`src/rtl/vx_tcu_drl_align_seq_pkg.sv`:
```
// Shared types and constants for the TCU DRL multi-beat exponent aligner.
package VX_tcu_pkg;

    typedef enum logic [1:0] {
        IDLE    = 2'd0,
        COLLECT = 2'd1,
        REPLAY  = 2'd2
    } tcu_align_state_e;

    localparam int TCU_DRL_SHIFT_W = 8;
    localparam logic [TCU_DRL_SHIFT_W-1:0] TCU_DRL_SHIFT_SAT = 8'hFF;

    // Clamp a non-negative exponent difference to the shifter range.
    function automatic logic [TCU_DRL_SHIFT_W-1:0] sat_shift(input logic [31:0] diff);
        if (|diff[31:TCU_DRL_SHIFT_W]) begin
            return TCU_DRL_SHIFT_SAT;
        end
        return diff[TCU_DRL_SHIFT_W-1:0];
    endfunction

endpackage

```
`src/rtl/vx_tcu_drl_align_seq_max_exp.sv`:
```
// Single-beat signed maximum exponent unit with per-lane shift to that maximum.
module VX_tcu_drl_max_exp
    import VX_tcu_pkg::*;
#(
    parameter int N     = 5,
    parameter int WIDTH = 8
) (
    input  logic [N-1:0][WIDTH-1:0]           exps_i,
    output logic [WIDTH-1:0]                  max_exp_o,
    output logic [N-1:0][TCU_DRL_SHIFT_W-1:0] shift_o
);

    localparam int DW = WIDTH + 1;

    // Linear signed-max scan across the lanes of one beat.
    always_comb begin
        max_exp_o = exps_i[0];
        for (int i = 1; i < N; i++) begin
            if ($signed(exps_i[i]) > $signed(max_exp_o)) begin
                max_exp_o = exps_i[i];
            end
        end
    end

    for (genvar gi = 0; gi < N; gi++) begin : g_shift
        logic [DW-1:0] diff;
        assign diff        = DW'($signed(max_exp_o)) - DW'($signed(exps_i[gi]));
        assign shift_o[gi] = sat_shift(32'(diff));
    end

endmodule

```
`src/rtl/vx_tcu_drl_align_seq.sv`:
```
// Multi-beat exponent-alignment sequencer: buffers up to BEATS beats of a block
// while tracking the block maximum, then replays per-lane shifts to that maximum.
module vx_tcu_drl_align_seq
    import VX_tcu_pkg::*;
#(
    parameter int N     = 5,
    parameter int WIDTH = 8,
    parameter int BEATS = 4,
    localparam int BEAT_W = (BEATS > 1) ? $clog2(BEATS) : 1
) (
    input  logic                              clk,
    input  logic                              reset,
    input  logic                              in_valid,
    output logic                              in_ready,
    input  logic [N-1:0][WIDTH-1:0]           in_exps,
    input  logic [N-1:0]                      in_mask,
    input  logic                              in_last,
    output logic                              out_valid,
    input  logic                              out_ready,
    output logic [N-1:0][TCU_DRL_SHIFT_W-1:0] out_shift,
    output logic [WIDTH-1:0]                  out_max,
    output logic [BEAT_W-1:0]                 out_beat,
    output logic                              out_last,
    output logic                              ovf
);

    localparam int CNT_W = $clog2(BEATS + 1);
    localparam int DW    = WIDTH + 1;
    localparam logic [WIDTH-1:0] EXP_MIN = {1'b1, {(WIDTH-1){1'b0}}};

    tcu_align_state_e state_q, state_d;
    logic [CNT_W-1:0]  cnt_q, cnt_d;
    logic [BEAT_W-1:0] rcnt_q, rcnt_d;
    logic [WIDTH-1:0]  run_max_q, run_max_d;
    logic              ovf_q, ovf_d;

    // Beat buffer; contents are only meaningful for slots written in the current block.
    logic [N-1:0][WIDTH-1:0] buf_exps_q [BEATS];
    logic [N-1:0]            buf_mask_q [BEATS];

    logic [N-1:0][WIDTH-1:0]           beat_exps;
    logic [WIDTH-1:0]                  beat_max;
    logic [N-1:0][TCU_DRL_SHIFT_W-1:0] unused_beat_shift;

    logic              accept;
    logic              handshake;
    logic [CNT_W-1:0]  cnt_inc;
    logic              cnt_full;
    logic              block_end;
    logic              rd_last;
    logic [BEAT_W-1:0] wr_idx;
    logic [WIDTH-1:0]  run_max_merge;
    logic [N-1:0][WIDTH-1:0] rd_exps;
    logic [N-1:0]            rd_mask;

    // Masked lanes become the most negative exponent so they never win the max.
    for (genvar gi = 0; gi < N; gi++) begin : g_mask
        assign beat_exps[gi] = in_mask[gi] ? in_exps[gi] : EXP_MIN;
    end

    VX_tcu_drl_max_exp #(
        .N     (N),
        .WIDTH (WIDTH)
    ) u_max_exp (
        .exps_i    (beat_exps),
        .max_exp_o (beat_max),
        .shift_o   (unused_beat_shift)
    );

    assign in_ready  = (state_q != REPLAY);
    assign out_valid = (state_q == REPLAY);
    assign accept    = in_valid & in_ready;
    assign handshake = out_valid & out_ready;

    // IDLE always starts a fresh block at slot 0 regardless of stale counters.
    assign wr_idx    = (state_q == IDLE) ? '0 : cnt_q[BEAT_W-1:0];
    assign cnt_inc   = (state_q == IDLE) ? CNT_W'(1) : (cnt_q + CNT_W'(1));
    assign cnt_full  = (cnt_inc == CNT_W'(BEATS));
    assign block_end = accept & (in_last | cnt_full);

    assign run_max_merge = ((state_q == IDLE) || ($signed(beat_max) > $signed(run_max_q)))
                         ? beat_max : run_max_q;

    assign rd_last = (CNT_W'(rcnt_q) == (cnt_q - CNT_W'(1)));

    // Next-state logic for the collect/replay sequencer.
    always_comb begin
        state_d   = state_q;
        cnt_d     = cnt_q;
        rcnt_d    = rcnt_q;
        run_max_d = run_max_q;
        ovf_d     = 1'b0;
        case (state_q)
            IDLE, COLLECT: begin
                if (accept) begin
                    cnt_d     = cnt_inc;
                    run_max_d = run_max_merge;
                    ovf_d     = cnt_full & ~in_last;
                    if (block_end) begin
                        rcnt_d  = '0;
                        state_d = REPLAY;
                    end else begin
                        state_d = COLLECT;
                    end
                end
            end
            REPLAY: begin
                if (handshake) begin
                    rcnt_d = rcnt_q + BEAT_W'(1);
                    if (rd_last) begin
                        state_d = IDLE;
                    end
                end
            end
            default: state_d = IDLE;
        endcase
    end

    // Control state registers; reset discards any partial block.
    always_ff @(posedge clk or negedge reset) begin
        if (!reset) begin
            state_q   <= IDLE;
            cnt_q     <= '0;
            rcnt_q    <= '0;
            run_max_q <= '0;
            ovf_q     <= 1'b0;
        end else begin
            state_q   <= state_d;
            cnt_q     <= cnt_d;
            rcnt_q    <= rcnt_d;
            run_max_q <= run_max_d;
            ovf_q     <= ovf_d;
        end
    end

    // Beat buffer write on every accepted input beat.
    always_ff @(posedge clk) begin
        if (accept) begin
            buf_exps_q[wr_idx] <= in_exps;
            buf_mask_q[wr_idx] <= in_mask;
        end
    end

    assign rd_exps = buf_exps_q[rcnt_q];
    assign rd_mask = buf_mask_q[rcnt_q];

    // Replay shifts: block max minus lane exponent, saturated; masked lanes fully shifted out.
    for (genvar gi = 0; gi < N; gi++) begin : g_out
        logic [DW-1:0] diff;
        assign diff = DW'($signed(run_max_q)) - DW'($signed(rd_exps[gi]));
        assign out_shift[gi] = !out_valid   ? '0 :
                               !rd_mask[gi] ? TCU_DRL_SHIFT_SAT :
                                              sat_shift(32'(diff));
    end

    assign out_max  = run_max_q;
    assign out_beat = out_valid ? rcnt_q : '0;
    assign out_last = out_valid & rd_last;
    assign ovf      = ovf_q;

endmodule

```
`config.mk`:
```
export PLATFORM = sky130hd
export DESIGN_NAME = vx_tcu_drl_align_seq
export DESIGN_NICKNAME = d
export VERILOG_FILES = /design/src/rtl/vx_tcu_drl_align_seq_pkg.sv /design/src/rtl/vx_tcu_drl_align_seq_max_exp.sv /design/src/rtl/vx_tcu_drl_align_seq.sv
export SDC_FILE = /design/constraint.sdc
export NUM_CORES = 1
export LEC_CHECK = 0
export ABC_AREA = 1
export CAP_MARGIN = 30
export CORE_ASPECT_RATIO = 0.5
export CORE_MARGIN = 3
export CORE_UTILIZATION = 58
export CTS_CLUSTER_DIAMETER = 150
export CTS_CLUSTER_SIZE = 24
export DETAILED_ROUTE_END_ITERATION = 8
export PLACE_DENSITY = 0.81
export SLEW_MARGIN = 20
export SYNTH_ARGS = -nofsm -noshare
export SYNTH_HDL_FRONTEND = slang
export SYNTH_SLANG_ARGS = --single-unit
```
`constraint.sdc`:
```
create_clock -name clk -period 5.1 [get_ports clk]
set_clock_uncertainty 0.15 [all_clocks]
set_input_delay 1.02 -clock clk [delete_from_list [all_inputs] [get_ports clk]]
set_output_delay 1.02 -clock clk [all_outputs]
set_load 0.005 [all_outputs]
```
==> metrics <==
GRT met1 Usage=48.8%; number of global-route vias before repair=10300; area added between synthesis and finish=43.4%; First-pass DRT Iterations=6; gr busiest metal=met2; slowest cell on the critical path=a211oi_2; Req. time, crit path=5.29 ns; Fmax=124 MHz; Critical Path Start=in_exps[6]; Worst Hold End=cnt_q[2]; DRT iter0 DRCs=1269; mean routed wirelength per cell=23.5 um; Mapped Nets=1276; Rel. slew slack=29.1%; CTS buffer count=17; Clk pwr share=12.3%; Max Fanout on Critical Path=6; CTS tree=built; synthesis warning total=0; multiplexer area fraction after synthesis=0%; Critical Path AT=8.25 ns; CP Capture Type=flip-flop; Final TNS setup=-23.54 ns; synth unique cells=41; total routed wirelength=40.7 mm; setup ws final=-2.96 ns; Post-Syn Area=11100 um^2; logic gate share of total power=68.0%; worst hold path class=reg -> reg; leakage=6.99 nW; first-pass GRT wire length=56.5 mm; part of the power in registers=19.8%; area occupied by multi-input gates=5710 um^2; final hold viol count=0; Syn Inst Count=1146; clk root buf=clkbuf_16; largest net degree at the start of global routing=35; Worst Reg2Reg Path Length in Cells=8; xor and xnor area share after synthesis=2.20%; Final HPWL DP=24.1 mm; GRT met2 Usage=54.8%; cts hold-fix bufs=0; Global Route met3 Usage=9.53%; PortBufs=103; clock-pin slew on the worst setup and hold paths=0.07 ns; GR Overflow Total=0; Reg area=5810 um^2; clock latency on the worst-skew pair=0.45 ns; Setup CP Type=in -> reg; status=finished with violations; r2r startpoint=state_q[1]; cell mode on critical path=nand2_2; Num Clock Sinks=196; VDD IR max=0.374 mV; Final Wtd Congestion=0.987; vias per cell=6.13; share of cells above drive strength 1=33.5%; IO Count=104; failing checks=setup timing; die area=21000 um^2; pre-CTS setup slack=-3.66 ns; Die H=104 um; effective utilization at floorplan=59.9%; max-cap viol count=0; DRC errors left=0; sequential element share of the synthesized area=52.1%; CP startpoint kind=primary input; largest family of logic cells by synthesized area=simple AND/OR/NAND/NOR gates; Die Width=202 um; flops & latches, synth=196; Post-layout nets=1592; P per Cell Area=732 nW/um^2; switching pwr=5.35 mW; hold_sp=cnt_q[2]; # fillers=904; worst slew pin tran=1.06 ns; Final Max Slew Viols=0; Ant. Diodes=0; Post-Synth Adder-Cell Area=9.32%; switching share of total power=45.7%; fin crit period=8.06 ns; ys flop type=edfxtp_1; All-Layer GR Usage=35.3%; period utilization=158%; reg2reg setup slack=2.41 ns; Worst R2R End=rcnt_q[1]; Placement Rows=35; RSZ-0062 raised after global routing=true; H-tree Lvls=4; hold path depth=2; Int Pwr=6.35 mW; via count=10600; setup violators final=11; Avg Inst Size Synth=9.72 um^2; Post-synth ARST share=8.16%; Synth Area in Simple Gates=17.6%; Synth Area in Compound Gates=12.7%; Longest Clk Path Bufs=2; Post-synth EDFFs=180; Critical Path Max Stage Delay=0.33 ns; initial antenna violation count=0; remaining antenna violation count=0; Placeable Area=18600 um^2
[flip-flops by register name, summed over array words and instances (netlist names)]
name	flops
ovf	1
rcnt_q	2
state_q	2
buf_mask_q	20
out_max	8
cnt_q	3
buf_exps_q	160
[per-stage QoR]
stage	instance area [um^2]	power [mW]	utilization, %	std cells	hold slack (ns)
5_1_grt	16000	12.3	85.8	1734	0.474
3_5_place_dp	13700	8.34	73.4	1621	0.393
4_1_cts	15200	10.4	81.8	1709	0.409
2_1_floorplan	11200	5.99	-	1146	0.352
6_report	16000	11.7	85.8	1734	0.441
3_3_place_gp	13700	8.11	73.4	1621	0.384
[logic make-up after synthesis]
family / Yosys count
fa+ha+maj: 80
simple gates: 439
buf+inv: 176
compound gates: 227
flops: 196
xor+xnor: 28
[synthesized netlist by cell type (all sizes together), types with 2 or more instances]
cell    number  area share, %
a2111o       4           0.40
a211oi       2           0.13
a21oi       87            3.9
a22oi        4           0.27
a32o        30            2.7
a32oi        5           0.39
and2        13           0.73
buf          7           0.44
clkbuf      35            1.2
dfrtp       16            3.6
edfxtp     180             49
fa           5           0.90
ha          75            8.4
inv        134            4.5
nand2      288             10
nand3       35            2.4
nand3b       3           0.24
nand4       17           0.95
nor2        75            2.5
nor3         6           0.27
o21ai       66            3.0
o21bai      16            1.1
o22ai        8           0.45
xnor2        6           0.47
xor2        22            1.7
[layout make-up]
type / instances / share of cell area (%)
multi-input cells: 777 / 35.7
inverters: 134 / 3.38
repair buffers: 336 / 18.6
clock buffers: 18 / 2.69
flip-flops and latches: 196 / 36.4
clock inverters: 14 / 1.20
well taps: 259 / 2.03
[how the worst max path moves through the flow]
stage | endpoint | depth (start not counted)
finish | out_max[3] | 55
global route | out_max[3] | 56
CTS | out_max[3] | 59
detailed placement | out_max[0] | 53
global placement | out_max[2] | 54
floorplan | out_max[0] | 58
[layout by cell type, fill, tap and decap left out, drive strengths merged, types with 8 or more instances in the layout]
cell type        n
nand2          289
and2            13
inv            139
buf            239
nand4           17
o21bai          16
a32o            30
dfrtp           16
xor2            22
clkdlybuf4s50   80
ha              75
clkbuf          19
edfxtp         180
o21ai           66
nor2            75
o22ai            8
nand3           37
a21oi           87
[what timing repair did]
| item | in CTS | in global routing |
|---|---|---|
| setup buffers | 53 | 24 |
| setup endpoints to repair | 48 | 48 |
| cloned | 4 | 1 |
| pin swaps | 85 | 62 |
| resized for setup | 177 | 127 |
[worst max-delay path, delay by kind of cell]
| family | cells | cell delay [ns] |
|---|---|---|
| AO/OA/AOI/OAI | 10 | 1.58 |
| buffers and inverters | 10 | 1.33 |
| AND/OR/NAND/NOR | 30 | 3.11 |
| adder cells (fa/ha/maj) | 5 | 1.17 |
[routing by layer]
layer | vias to the layer above | part of all wire [%]
met5 | - | 0
met2 | 777 | 45
met4 | 0 | 4.1
met3 | 191 | 13
met1 | 5064 | 39
li1 | 4605 | -
[power by group through the flow]
stage          clock network [mW]  logic [mW]  registers (mW)
5_1_grt                      1.52        8.44            2.32
2_1_floorplan                   0        3.73            2.26
3_3_place_gp                    0        5.81            2.29
4_1_cts                      1.43        6.70            2.28
3_5_place_dp                    0        6.04            2.30
6_report                     1.44        7.95            2.31
Power figures use the tool's default switching activity.
